## src/rtl/display_scan_driver_if.sv

```systemverilog
// rtl/display_scan_driver_if.sv - frame load bus between core and display scan driver
interface display_scan_driver_if;
    logic        load;
    logic [39:0] digits;
    logic [7:0]  en_mask;
    logic [7:0]  blink_mask;
    logic [7:0]  dp_mask;
    logic        applied;

    modport master (
        output load, digits, en_mask, blink_mask, dp_mask,
        input  applied
    );

    modport slave (
        input  load, digits, en_mask, blink_mask, dp_mask,
        output applied
    );
endinterface

```

## src/rtl/display_scan_driver.sv

```systemverilog
// rtl/display_scan_driver.sv - eight-digit seven-segment scanner with tear-free frame apply and blink
module display_scan_driver #(
    parameter int SCAN_DIV   = 100000,
    parameter int BLINK_DIV  = 50000000,
    parameter bit ACTIVE_LOW = 1'b0
) (
    input  logic                        clk,
    input  logic                        rst,
    display_scan_driver_if.slave        frame,
    output logic [7:0]                  seg_out,
    output logic [7:0]                  an
);
    localparam int SW = (SCAN_DIV  > 2) ? $clog2(SCAN_DIV)  : 1;
    localparam int BW = (BLINK_DIV > 2) ? $clog2(BLINK_DIV) : 1;
    localparam logic [7:0] OUT_POL = {8{ACTIVE_LOW}};

    logic [SW-1:0] scan_cnt;
    logic [BW-1:0] blink_cnt;
    logic [2:0]    idx;
    logic          blink_phase;

    logic [39:0]   act_digits, pend_digits;
    logic [7:0]    act_en, act_blink, act_dp;
    logic [7:0]    pend_en, pend_blink, pend_dp;
    logic          pend_valid;

    logic          scan_term, blink_term, boundary, dark;
    logic [4:0]    code;
    logic [6:0]    glyph;
    logic [7:0]    seg_next, an_next;

    always_comb begin
        scan_term  = (scan_cnt == SW'(SCAN_DIV - 1));
        blink_term = (blink_cnt == BW'(BLINK_DIV - 1));
        boundary   = scan_term && (idx == 3'd7);
        code       = act_digits[idx*5 +: 5];
        dark       = !act_en[idx] || (act_blink[idx] && blink_phase);
    end

    always_comb begin
        glyph = 7'h00;
        case (code)
            5'd0:  glyph = 7'h3F;
            5'd1:  glyph = 7'h06;
            5'd2:  glyph = 7'h5B;
            5'd3:  glyph = 7'h4F;
            5'd4:  glyph = 7'h66;
            5'd5:  glyph = 7'h6D;
            5'd6:  glyph = 7'h7D;
            5'd7:  glyph = 7'h07;
            5'd8:  glyph = 7'h7F;
            5'd9:  glyph = 7'h6F;
            5'd10: glyph = 7'h77;
            5'd11: glyph = 7'h7C;
            5'd12: glyph = 7'h39;
            5'd13: glyph = 7'h5E;
            5'd14: glyph = 7'h79;
            5'd15: glyph = 7'h71;
            5'd17: glyph = 7'h40;
            5'd18: glyph = 7'h76;
            5'd19: glyph = 7'h38;
            5'd20: glyph = 7'h73;
            5'd21: glyph = 7'h3E;
            5'd22: glyph = 7'h50;
            5'd23: glyph = 7'h5C;
            default: glyph = 7'h00;
        endcase
    end

    always_comb begin
        seg_next = 8'h00;
        an_next  = 8'h00;
        if (!dark) begin
            seg_next = {act_dp[idx], glyph};
            an_next  = 8'b1 << idx;
        end
    end

    always_ff @(posedge clk) begin
        if (rst) begin
            scan_cnt      <= '0;
            blink_cnt     <= '0;
            idx           <= 3'd0;
            blink_phase   <= 1'b0;
            act_digits    <= 40'd0;
            act_en        <= 8'd0;
            act_blink     <= 8'd0;
            act_dp        <= 8'd0;
            pend_digits   <= 40'd0;
            pend_en       <= 8'd0;
            pend_blink    <= 8'd0;
            pend_dp       <= 8'd0;
            pend_valid    <= 1'b0;
            frame.applied <= 1'b0;
            seg_out       <= OUT_POL;
            an            <= OUT_POL;
        end else begin
            scan_cnt  <= scan_term  ? '0 : scan_cnt + SW'(1);
            blink_cnt <= blink_term ? '0 : blink_cnt + BW'(1);
            if (scan_term)
                idx <= idx + 3'd1;
            if (blink_term)
                blink_phase <= !blink_phase;

            // Boundary takes the older pending frame; a same-cycle load stays queued.
            frame.applied <= boundary && pend_valid;
            if (boundary && pend_valid) begin
                act_digits <= pend_digits;
                act_en     <= pend_en;
                act_blink  <= pend_blink;
                act_dp     <= pend_dp;
            end
            if (frame.load) begin
                pend_digits <= frame.digits;
                pend_en     <= frame.en_mask;
                pend_blink  <= frame.blink_mask;
                pend_dp     <= frame.dp_mask;
                pend_valid  <= 1'b1;
            end else if (boundary) begin
                pend_valid  <= 1'b0;
            end

            seg_out <= seg_next ^ OUT_POL;
            an      <= an_next  ^ OUT_POL;
        end
    end
endmodule

```

## src/flat_wrapper.sv

```systemverilog
// flat-port wrapper written by rule: the top's interface ports become plain ports
module display_scan_driver_flat 
#(
    parameter int SCAN_DIV   = 100000,
    parameter int BLINK_DIV  = 50000000,
    parameter bit ACTIVE_LOW = 1'b0
)
  (clk, rst, seg_out, an, frame_load, frame_digits, frame_en_mask, frame_blink_mask, frame_dp_mask, frame_applied);
  display_scan_driver_if frame_i ();
  input  logic clk;
  input  logic rst;
  output logic [7:0] seg_out;
  output logic [7:0] an;
  input wire logic [$bits(frame_i.load)-1:0] frame_load;
  input wire logic [$bits(frame_i.digits)-1:0] frame_digits;
  input wire logic [$bits(frame_i.en_mask)-1:0] frame_en_mask;
  input wire logic [$bits(frame_i.blink_mask)-1:0] frame_blink_mask;
  input wire logic [$bits(frame_i.dp_mask)-1:0] frame_dp_mask;
  output wire logic [$bits(frame_i.applied)-1:0] frame_applied;
  assign frame_i.load = frame_load;
  assign frame_i.digits = frame_digits;
  assign frame_i.en_mask = frame_en_mask;
  assign frame_i.blink_mask = frame_blink_mask;
  assign frame_i.dp_mask = frame_dp_mask;
  assign frame_applied = frame_i.applied;
  display_scan_driver #(.SCAN_DIV(SCAN_DIV), .BLINK_DIV(BLINK_DIV), .ACTIVE_LOW(ACTIVE_LOW)) u_core (.clk(clk), .rst(rst), .frame(frame_i), .seg_out(seg_out), .an(an));
endmodule
```

## config.mk

```make
export PLATFORM = sky130hd
export DESIGN_NAME = display_scan_driver_flat
export DESIGN_NICKNAME = d
export VERILOG_FILES = /design/src/rtl/display_scan_driver_if.sv /design/src/rtl/display_scan_driver.sv /design/src/flat_wrapper.sv
export SDC_FILE = /design/constraint.sdc
export NUM_CORES = 1
export LEC_CHECK = 0
export ABC_CLOCK_PERIOD_IN_PS = 8300
export BUFFER_PORTS_ARGS = -buffer_cell sky130_fd_sc_hd__buf_2
export CAP_MARGIN = 25
export CORE_MARGIN = 3
export CORE_UTILIZATION = 33
export CTS_CLUSTER_DIAMETER = 40
export DETAILED_ROUTE_END_ITERATION = 12
export PLACE_DENSITY = 0.61
export SETUP_SLACK_MARGIN = 0.4
export SLEW_MARGIN = 20
export SYNTH_ARGS = -nofsm -noshare
export SYNTH_HDL_FRONTEND = slang
export SYNTH_SLANG_ARGS = --single-unit
```

## constraint.sdc

```tcl
create_clock -name clk -period 8.3 [get_ports clk]
set_input_delay 0 -clock clk [delete_from_list [all_inputs] [get_ports clk]]
set_output_delay 0 -clock clk [all_outputs]
set_load 0.005 [all_outputs]
```

Yosys cells after proc, flatten, opt, wreduce, memory -nomap -nowiden
Memories as Yosys holds them, arrays and structs flattened. A register that Yosys moved wholly into a read port is not among the register bits. Index checks and enable logic that the tools add are counted.

Bits in registers: 193. Output and inout port bits: 17. Memory bits (read-only): 224. Memories: 1. Word-level logic and storage cells: 45.

Memories: (no name shown) (words 32, bits a word 7, rd ports 1, clocked after Yosys merged registers in 1, write ports 0, line display_scan_driver.sv:42) `case (code)`.

Add/sub/neg operators: 3. Magnitude comparators: 1. Multipliers: 1. Reduce and logical (&&, ||, !) cells: 10. Shift operators: 2. Eq/ne operators: 3. Muxes and demuxes: 8.

Operators with widths (number): 40-bit by 7-bit indexed part select with 5-bit output (1); 26-bit by 1-bit adder with 26-bit output, second input constant (1); 26-bit equality test, second input constant (1); 17-bit by 1-bit adder with 17-bit output, second input constant (1); 17-bit equality test, second input constant (1); 1-bit binary-select mux with 3-bit select (3); 1-bit by 3-bit left shift with 8-bit output, first input constant (1); 3-bit by 3-bit multiplier with 6-bit output, second input constant (1); 2-bit OR reduction (3); 1-bit two-way mux (5); 3-bit by 4-bit less-than comparator with 1-bit output, second input constant (1); 3-bit by 1-bit adder with 3-bit output, second input constant (1); 3-bit equality test, second input constant (1); 1-bit logical AND (3); 1-bit zero test (2); 2-bit nonzero test (1); 1-bit logical OR (1).

Depth between registers and ports, before layout
Gate-level depths: netlist (run 1).

Word-level depth: 5. Gate-level depth with buffers: 9.

Least setup slack after synthesis (run 1)
Ideal clock, no wire load.

Kind: reg2reg. Start point: register u_core.idx[0]. End point: register u_core.seg_out[3]. Required time: 8.209 ns. Clock period less this slack: 2.629 ns. Library setup time: 0.091 ns. Setup slack: 5.671 ns. Data arrival time: 2.538 ns. Stages on the path, launching flop included: 9. Cell sequence: dfxtp_1 buf_6 buf_6 mux4_2 mux2i_1 inv_1 ha_1 or3b_1 a311oi_1.

Longest elaborated chain between the ends: 5. Elaborated cells between the ends (all ways): 10.

Ends and longest elaborated chain: start: declaration (line display_scan_driver.sv:19) `logic [2:0] idx;`; start signal: assignment (line display_scan_driver.sv:101) `idx <= idx + 3'd1;`; parallel branches: the longest is 5 deep, another holds 3-bit by 3-bit multiplier with 6-bit output; end: declaration (line display_scan_driver.sv:10) `output logic [7:0] seg_out,`.

Several ways; the timed one is not identified. The select of a mux whose other input is x is not followed. A chain may end at the register's enable or synchronous reset.

Worst setup path in the final report (run 1)
Start point: register u_core.idx[1]. End point: register u_core.seg_out[3].

Same word-level chain as after synthesis.

==> results of run 1 <==
state kept, by name, summed over array words and instances, names as in the netlist:
name / count
u_core.act_digits: 40
u_core.pend_valid: 1
u_core.act_blink: 8
u_core.seg_out: 8
u_core.frame.applied: 1
u_core.an: 8
u_core.pend_digits: 40
u_core.idx: 3
u_core.act_en: 8
u_core.scan_cnt: 17
u_core.blink_cnt: 26
u_core.blink_phase: 1
u_core.pend_en: 8
u_core.pend_dp: 8
u_core.pend_blink: 8
u_core.act_dp: 8
path summary, 6_finish.rpt:
| path | startpoint | cells past startpoint | to |
|---|---|---|---|
| worst max register to register | u_core.idx[1] | 6 | u_core.seg_out[3] |
| worst max-delay path | u_core.idx[1] | 6 | u_core.seg_out[3] |
| worst min register to register | u_core.act_blink[6] | 2 | u_core.act_blink[6] |
| worst min-delay path | rst | 2 | u_core.pend_dp[0] |
per-layer routing:
| metal | share of wire, % | GRT usage [%] |
|---|---|---|
| met2 | 45 | 20.31 |
| met3 | 2.9 | 2.642 |
| met5 | 0 | 0 |
| met4 | 0.97 | 3.989 |
| met1 | 51 | 19.23 |
worst reg2reg max path, cell delays in order (launching register included):
cell      delay, ns
dfxtp_1        0.87
mux4_2         0.42
mux2i_1        0.59
inv_1          0.20
ha_1           0.27
or3b_1         0.37
a311oi_1       0.25
report_power, final:
part | switching, uW | internal, uW
Clock | 375 | 403
Sequential | 13.8 | 947
Combinational | 42.8 | 52.9
Total | 432 | 1400
through the flow:
step | hold slack [ns] | worst slack [ns] | util, % | cells | instance area [um2]
6_report | 0.01771 | 5.259 | 41.33 | 1307 | 9758
5_1_grt | 0.03163 | 5.108 | 41.33 | 1307 | 9758
4_1_cts | 0.009257 | 5.270 | 41.31 | 1307 | 9754
3_5_place_dp | 0.2427 | 5.282 | 36.22 | 1211 | 8553
3_3_place_gp | 0.2328 | 5.347 | 36.22 | 1211 | 8553
2_1_floorplan | 0.1472 | 5.671 | - | 857 | 7956
area by class of cell:
class | count | share of cell area [%]
sequential | 193 | 39.59
multi-input combinational | 596 | 38.74
timing repair buffer | 152 | 11.26
clock buffer | 19 | 4.539
tap | 319 | 4.090
clock inverter | 13 | 1.205
inverter | 15 | 0.5770
cell usage after synthesis (8+ instances only):
cell type / instances / area [um2]
dfxtp_1: 193 / 3864
nand2_1: 150 / 563.0
nor2_1: 118 / 442.9
a21oi_1: 78 / 390.4
mux2i_1: 70 / 700.7
xnor2_1: 25 / 219.0
clkbuf_1: 24 / 90.09
nand3_1: 21 / 105.1
ha_1: 15 / 187.7
buf_2: 14 / 70.07
inv_1: 14 / 52.55
xor2_1: 13 / 113.9
and2_1: 12 / 75.07
mux4_2: 9 / 202.7
nor4_1: 9 / 56.30
buf_1: 8 / 30.03
nand4_1: 8 / 50.05
logic make-up after synthesis:
kind of cell	share of synthesized area, %
AOI/OAI and AO/OA	6.432
xor gates and xnor gates	4.183
adders and majority gates	2.359
buffers and inverters	3.994
DFF	48.56
muxes	14.66
and+or+nand+nor	19.81
==> flow_metrics.py, run 1 <==
metrics = {
    "pwr": {
        "p_total_uw": 1835,
        "p_leak_uw": 0.003808,
        "vdd_drop_max_v": 0.0001178,
        "power.density_mw_per_mm2": 188.0,
    },
    "die": {
        "fp.dieW_um": 161.3,
        "start_util_pct": 33.70,
        "num_rows": 56,
        "die_area_mm2": 0.02601,
        "fp.dieH_um": 161.3,
        "coreArea_mm2": 0.02361,
        "io-pin-count": 84,
    },
    "layout": {
        "num_antenna_cells": 0,
        "layout_commonest_cell": "dfxtp_1",
        "layout.nets": 1057,
        "fillerInstances": 2342,
        "multi_input_area_mm2": 0.003780,
        "drive_above_1_share_pct": 14.27,
        "final_cell_mix": "dfxtp_1, nand2_1, nor2_1",
        "area_delta_synth_final_pct": 22.65,
        "regArea_mm2": 0.003864,
    },
    "global_routing": {
        "grt_max_degree": 91,
        "grt.overflow.total": 0,
        "grtUsageTotal_pct": 13.35,
        "grt_pass1_wl_mm": 28.30,
        "grt_pass1_vias": 5605,
        "grt_antenna_before_repair": 0,
    },
    "hold_path": {
        "hold_path_class": "in -> reg",
    },
    "setup_path": {
        "crit_buf_inv": 1,
        "slowest_stage": "dfxtp_1",
        "reg2reg_slack_ns": 5.26,
        "worstPathArrival_ns": 3.38,
        "cp.required_ns": 8.64,
        "endpoint_kind": "flip-flop",
        "crit_chain": "mux4_2 -> mux2i_1 -> inv_1 -> ha_1 -> or3b_1 -> a311oi_1",
        "cp_top_family": "multiplexers",
        "cp-start-kind": "flip-flop",
        "crit_type": "reg -> reg",
        "path_max_fanout": 19,
        "critPathMaxStageDelay_ns": 0.87,
    },
    "sta": {
        "hold_viol": 0,
        "fin_crit_ns": 3.041,
        "setup_viol": 0,
        "slew_viol_final": 0,
        "rsz0062_at_grt": "false",
        "skew_ns": 0.01154,
        "tightest_slew_ns": 0.9306,
        "fin_crit_sh_pct": 36.63,
        "fmax_mhz": 328.9,
        "relSlewSlack_pct": 37.96,
        "fin_setup_tns_ns": 0,
    },
    "clock_network": {
        "clkLatencyLatePin_ns": 0.43,
        "clock-sinks": 193,
        "post-cts-setup-buffers": 0,
        "ctsHoldBuffers": 64,
        "cts.htree.levels": 4,
        "cts_made_buffers": 17,
        "cts_tree": "done",
        "clockBufferDepth": 2,
        "post_cts_resized": 0,
        "clk_pin_slew_ns": 0.07,
        "cts_root_buf": "clkbuf_16",
    },
    "yosys": {
        "synthArstFlopShare_pct": 0,
        "synth.distinct_cells": 51,
        "synth.ff_latch_count": 193,
        "yosys_warnings": 0,
        "synthesis.area_mm2": 0.007956,
        "synth_edf_count": 0,
        "postSynthNetCount": 939,
        "syn_area_per_cell_um2": 9.284,
        "synthFlopType": "dfxtp_1",
        "ys_seq_area_share_pct": 48.56,
        "synthCells": 857,
    },
    "placed_design": {
        "gp_congestion": 0.8156,
        "dp_hpwl_mm": 11.69,
        "port-buffer-count": 83,
    },
    "detailed_routing": {
        "wl_per_cell_um": 13.32,
        "antenna_left": 0,
        "drt-pass1-iter-count": 4,
        "num_vias": 6120,
        "drc": 0,
        "drtIter0Drc": 346,
        "wl_mm": 17.41,
        "via_per_inst": 4.682,
    },
    "flow_run": {
        "drv_cap": 0,
    },
    "outcome": {
        "status": "finished, final reports clean",
    },
}
No activity file was read; power rests on OpenSTA's default activity.
==> inputs of run 2 (changes only) <==
--- a/config.mk
+++ b/config.mk
@@ -5,14 +5,15 @@
 export SDC_FILE = /design/constraint.sdc
 export NUM_CORES = 1
 export LEC_CHECK = 0
-export ABC_CLOCK_PERIOD_IN_PS = 8300
+export ABC_AREA = 1
+export ABC_CLOCK_PERIOD_IN_PS = 2480
 export BUFFER_PORTS_ARGS = -buffer_cell sky130_fd_sc_hd__buf_2
 export CAP_MARGIN = 25
 export CORE_MARGIN = 3
 export CORE_UTILIZATION = 33
 export CTS_CLUSTER_DIAMETER = 40
 export DETAILED_ROUTE_END_ITERATION = 12
-export PLACE_DENSITY = 0.61
+export PLACE_DENSITY = 0.62
 export SETUP_SLACK_MARGIN = 0.4
 export SLEW_MARGIN = 20
 export SYNTH_ARGS = -nofsm -noshare
==> constraint.sdc (replaced) <==
create_clock -name clk -period 2.48 [get_ports clk]
set_input_delay 0 -clock clk [delete_from_list [all_inputs] [get_ports clk]]
set_output_delay 0 -clock clk [all_outputs]
set_load 0.005 [all_outputs]
==> run 2 against run 1 <==
Final cell count up 22%. Sequential cell count did not move. Highest routed layer unchanged. Design area rose by 6.1%. Clock skew decreased by 0.0035 ns. Die area increased by 5.3%. Routed wire length grew 12%. Utilization rose by 0.63 points. Power rose to 3.5 times the previous value. Largest cell class unchanged.
==> flow_metrics.py, run 2 <==
metrics = {
    "die": {
        "fp.dieW_um": 165.5,
        "start_util_pct": 34.02,
        "coreArea_mm2": 0.02468,
        "die_area_mm2": 0.02739,
        "fp.dieH_um": 165.5,
        "io-pin-count": 84,
        "num_rows": 57,
    },
    "sta": {
        "slew_viol_final": 0,
        "fin_crit_ns": 1.933,
        "fmax_mhz": 517.2,
        "fin_setup_tns_ns": 0,
        "fin_crit_sh_pct": 77.96,
        "skew_ns": 0.008066,
        "relSlewSlack_pct": 62.44,
        "setup_viol": 0,
        "rsz0062_at_grt": "false",
        "tightest_slew_ns": 0.5591,
        "hold_viol": 0,
    },
    "clock_network": {
        "cts_root_buf": "clkbuf_16",
        "cts.htree.levels": 4,
        "clockBufferDepth": 2,
        "clk_pin_slew_ns": 0.07,
        "cts_tree": "done",
        "clkLatencyLatePin_ns": 0.43,
        "cts_made_buffers": 17,
        "clock-sinks": 193,
    },
    "layout": {
        "layout.nets": 1338,
        "layout_commonest_cell": "dfxtp_1",
        "area_delta_synth_final_pct": 23.34,
        "drive_above_1_share_pct": 14.34,
        "largestRegisters": "u_core.act_digits x40, u_core.pend_digits x40, u_core.blink_cnt x26",
        "num_antenna_cells": 0,
        "layout.cells.non_filler": 1593,
        "fillerInstances": 2530,
        "final_cell_mix": "dfxtp_1, nor2_1, nand2_1",
        "finish.utilization_pct": 41.96,
    },
    "placed_design": {
        "gp_congestion": 0.8905,
        "dp_hpwl_mm": 13.38,
        "port-buffer-count": 83,
        "dp.cells": 1488,
    },
    "global_routing": {
        "grt.met1_usage_pct": 21.05,
        "grt_antenna_before_repair": 0,
        "grt_pass1_vias": 6732,
        "grtUsageTotal_pct": 14.56,
        "grt_max_degree": 92,
        "grt_pass1_wl_mm": 32.40,
        "grt.overflow.total": 0,
        "gr-max-usage-layer": "met2",
        "grt_util_met2_pct": 22.03,
        "met3_usage_pct": 2.918,
    },
    "yosys": {
        "synthTopCellsByArea": "dfxtp_1, nor2_1, nand2_1",
        "synthArstFlopShare_pct": 0,
        "yosysTopAreaCell": "dfxtp_1",
        "yosys_warnings": 0,
        "synthesis.area_mm2": 0.008394,
        "postSynthNetCount": 1205,
        "synth_edf_count": 0,
        "synth.distinct_cells": 39,
        "synth_most_common_cell": "dfxtp_1",
        "ys_seq_area_share_pct": 46.03,
        "synthFlopType": "dfxtp_1",
        "syn_area_per_cell_um2": 7.475,
        "synth_top_area_share_pct": 46.03,
        "synth_common_cells": "dfxtp_1, nor2_1, nand2_1",
        "synth.ff_latch_count": 193,
        "synthCells": 1123,
    },
    "pwr": {
        "p_total_uw": 6371,
        "vdd_drop_max_v": 0.0003998,
        "power.density_mw_per_mm2": 615.3,
        "p_leak_uw": 0.004088,
    },
    "flow_run": {
        "drv_cap": 0,
    },
    "setup_path": {
        "worstReg2RegStart": "u_core.idx[0]",
        "worstPathArrival_ns": 2.29,
        "slowest_stage": "dfxtp_4",
        "crit_type": "reg -> reg",
        "crit_chain": "buf_6 -> o21ai_0 -> nand3_1 -> nand2_2 -> inv_1 -> ha_1 -> inv_1 -> nand3_1 -> nand3_1 -> nand3_1 -> a21oi_2",
        "r2r_end": "u_core.seg_out[5]",
        "cp_num_cells": 11,
        "cp_top_family": "simple AND/OR/NAND/NOR gates",
        "critPathLaunch": "u_core.idx[0]",
        "reg2reg_slack_ns": 0.55,
        "cp_common_cell": "nand3_1",
        "crit_buf_inv": 3,
        "cp.required_ns": 2.83,
        "critPathMaxStageDelay_ns": 0.40,
        "r2r_cells": 11,
        "path_max_fanout": 15,
        "cp-start-kind": "flip-flop",
        "crit_end": "u_core.seg_out[5]",
        "endpoint_kind": "flip-flop",
    },
    "hold_path": {
        "hold_path_class": "in -> reg",
    },
    "detailed_routing": {
        "num_vias": 7298,
        "drt-pass1-iter-count": 7,
        "wl_per_cell_um": 12.24,
        "antenna_left": 0,
        "drtIter0Drc": 474,
        "via_per_inst": 4.581,
        "wl_mm": 19.51,
        "drc": 0,
    },
    "outcome": {
        "status": "finished, final reports clean",
    },
}
## run 2: cell count changes after synthesis, sizes merged, moves of 7 or more
cell	change
a21oi	+31
and2	-12
buf	+7
inv	+113
mux2i	-71
mux4	-16
nand3	+35
nor2	+65
nor3	+22
nor4	-7
o21ai	+147
xnor2	-21
## run 2: per-layer routing
layer	share of wire (%)	vias up	routed length [um]
met5	0	-	0
met4	1.2	0	238
met3	4.1	17	800
met2	43	137	8409
met1	52	3236	10060
li1	-	3908	-
## run 2: how the worst min path moves through the flow
| stage | startpoint | depth (start not counted) | endpoint |
|---|---|---|---|
| 2_1_floorplan | rst | 1 | u_core.pend_valid |
| 3_3_place_gp | frame_digits[6] | 3 | u_core.pend_digits[6] |
| 3_5_place_dp | frame_digits[21] | 3 | u_core.pend_digits[21] |
| 4_1_cts | frame_load | 4 | u_core.pend_dp[0] |
| 5_1_grt | frame_load | 4 | u_core.pend_dp[0] |
| 6_report | frame_load | 4 | u_core.pend_en[2] |
## run 2: area by class of cell
| type | instances | area (um2) | share of cell area, % |
|---|---|---|---|
| clock inverters | 12 | 147.6 | 1.426 |
| flip-flops and latches | 193 | 3871 | 37.39 |
| well taps | 324 | 405.4 | 3.915 |
| clock buffers | 20 | 456.7 | 4.411 |
| repair buffers | 172 | 1287 | 12.43 |
| inverters | 129 | 485.5 | 4.689 |
| multi-input cells | 743 | 3700 | 35.73 |
## run 2: worst register-to-register path, delay by kind of cell, from the launching register on
kind	cells	cell delay (ns)
DFF	1	0.40
AOI/OAI and AO/OA	2	0.31
buffers and inverters	3	0.34
and+or+nand+nor	5	0.59
adders and majority gates	1	0.22
## run 2: stage by stage
step / setup slack [ns] / hold WS [ns] / cell area (um2)
2_1_floorplan: 0.5770 / 0.06907 / 8394
3_3_place_gp: 0.3221 / 0.2205 / 9006
3_5_place_dp: 0.2493 / 0.2264 / 9006
4_1_cts: 0.4355 / 0.09795 / 10270
5_1_grt: 0.3994 / 0.1323 / 10350
6_report: 0.5467 / 0.1103 / 10350
## run 2: repair_timing
action,in CTS,in global routing
gates resized for setup,2,8
hold endpoints to repair,68,0
hold buffers,65,0
gates cloned,0,0
endpoints found under the setup margin,27,30
buffers inserted,1,7
## run 2: where the power goes
part,switching (uW),total (uW),internal (uW),leakage [uW]
registers,44.6,3220,3180,0.00157
clock network,1240,2810,1560,0.000290
logic,169,341,171,0.00222
## run 2: cell families (layout without fill, tap and decap cells)
| group | after synthesis | count (layout) | share of synthesized area, % |
|---|---|---|---|
| compound gates | 271 | 271 | 16.95 |
| xor+xnor | 16 | 16 | 1.669 |
| fa+ha+maj | 15 | 15 | 2.236 |
| buf+inv | 187 | 333 | 10.27 |
| flops | 193 | 193 | 46.03 |
| simple gates | 441 | 441 | 22.85 |
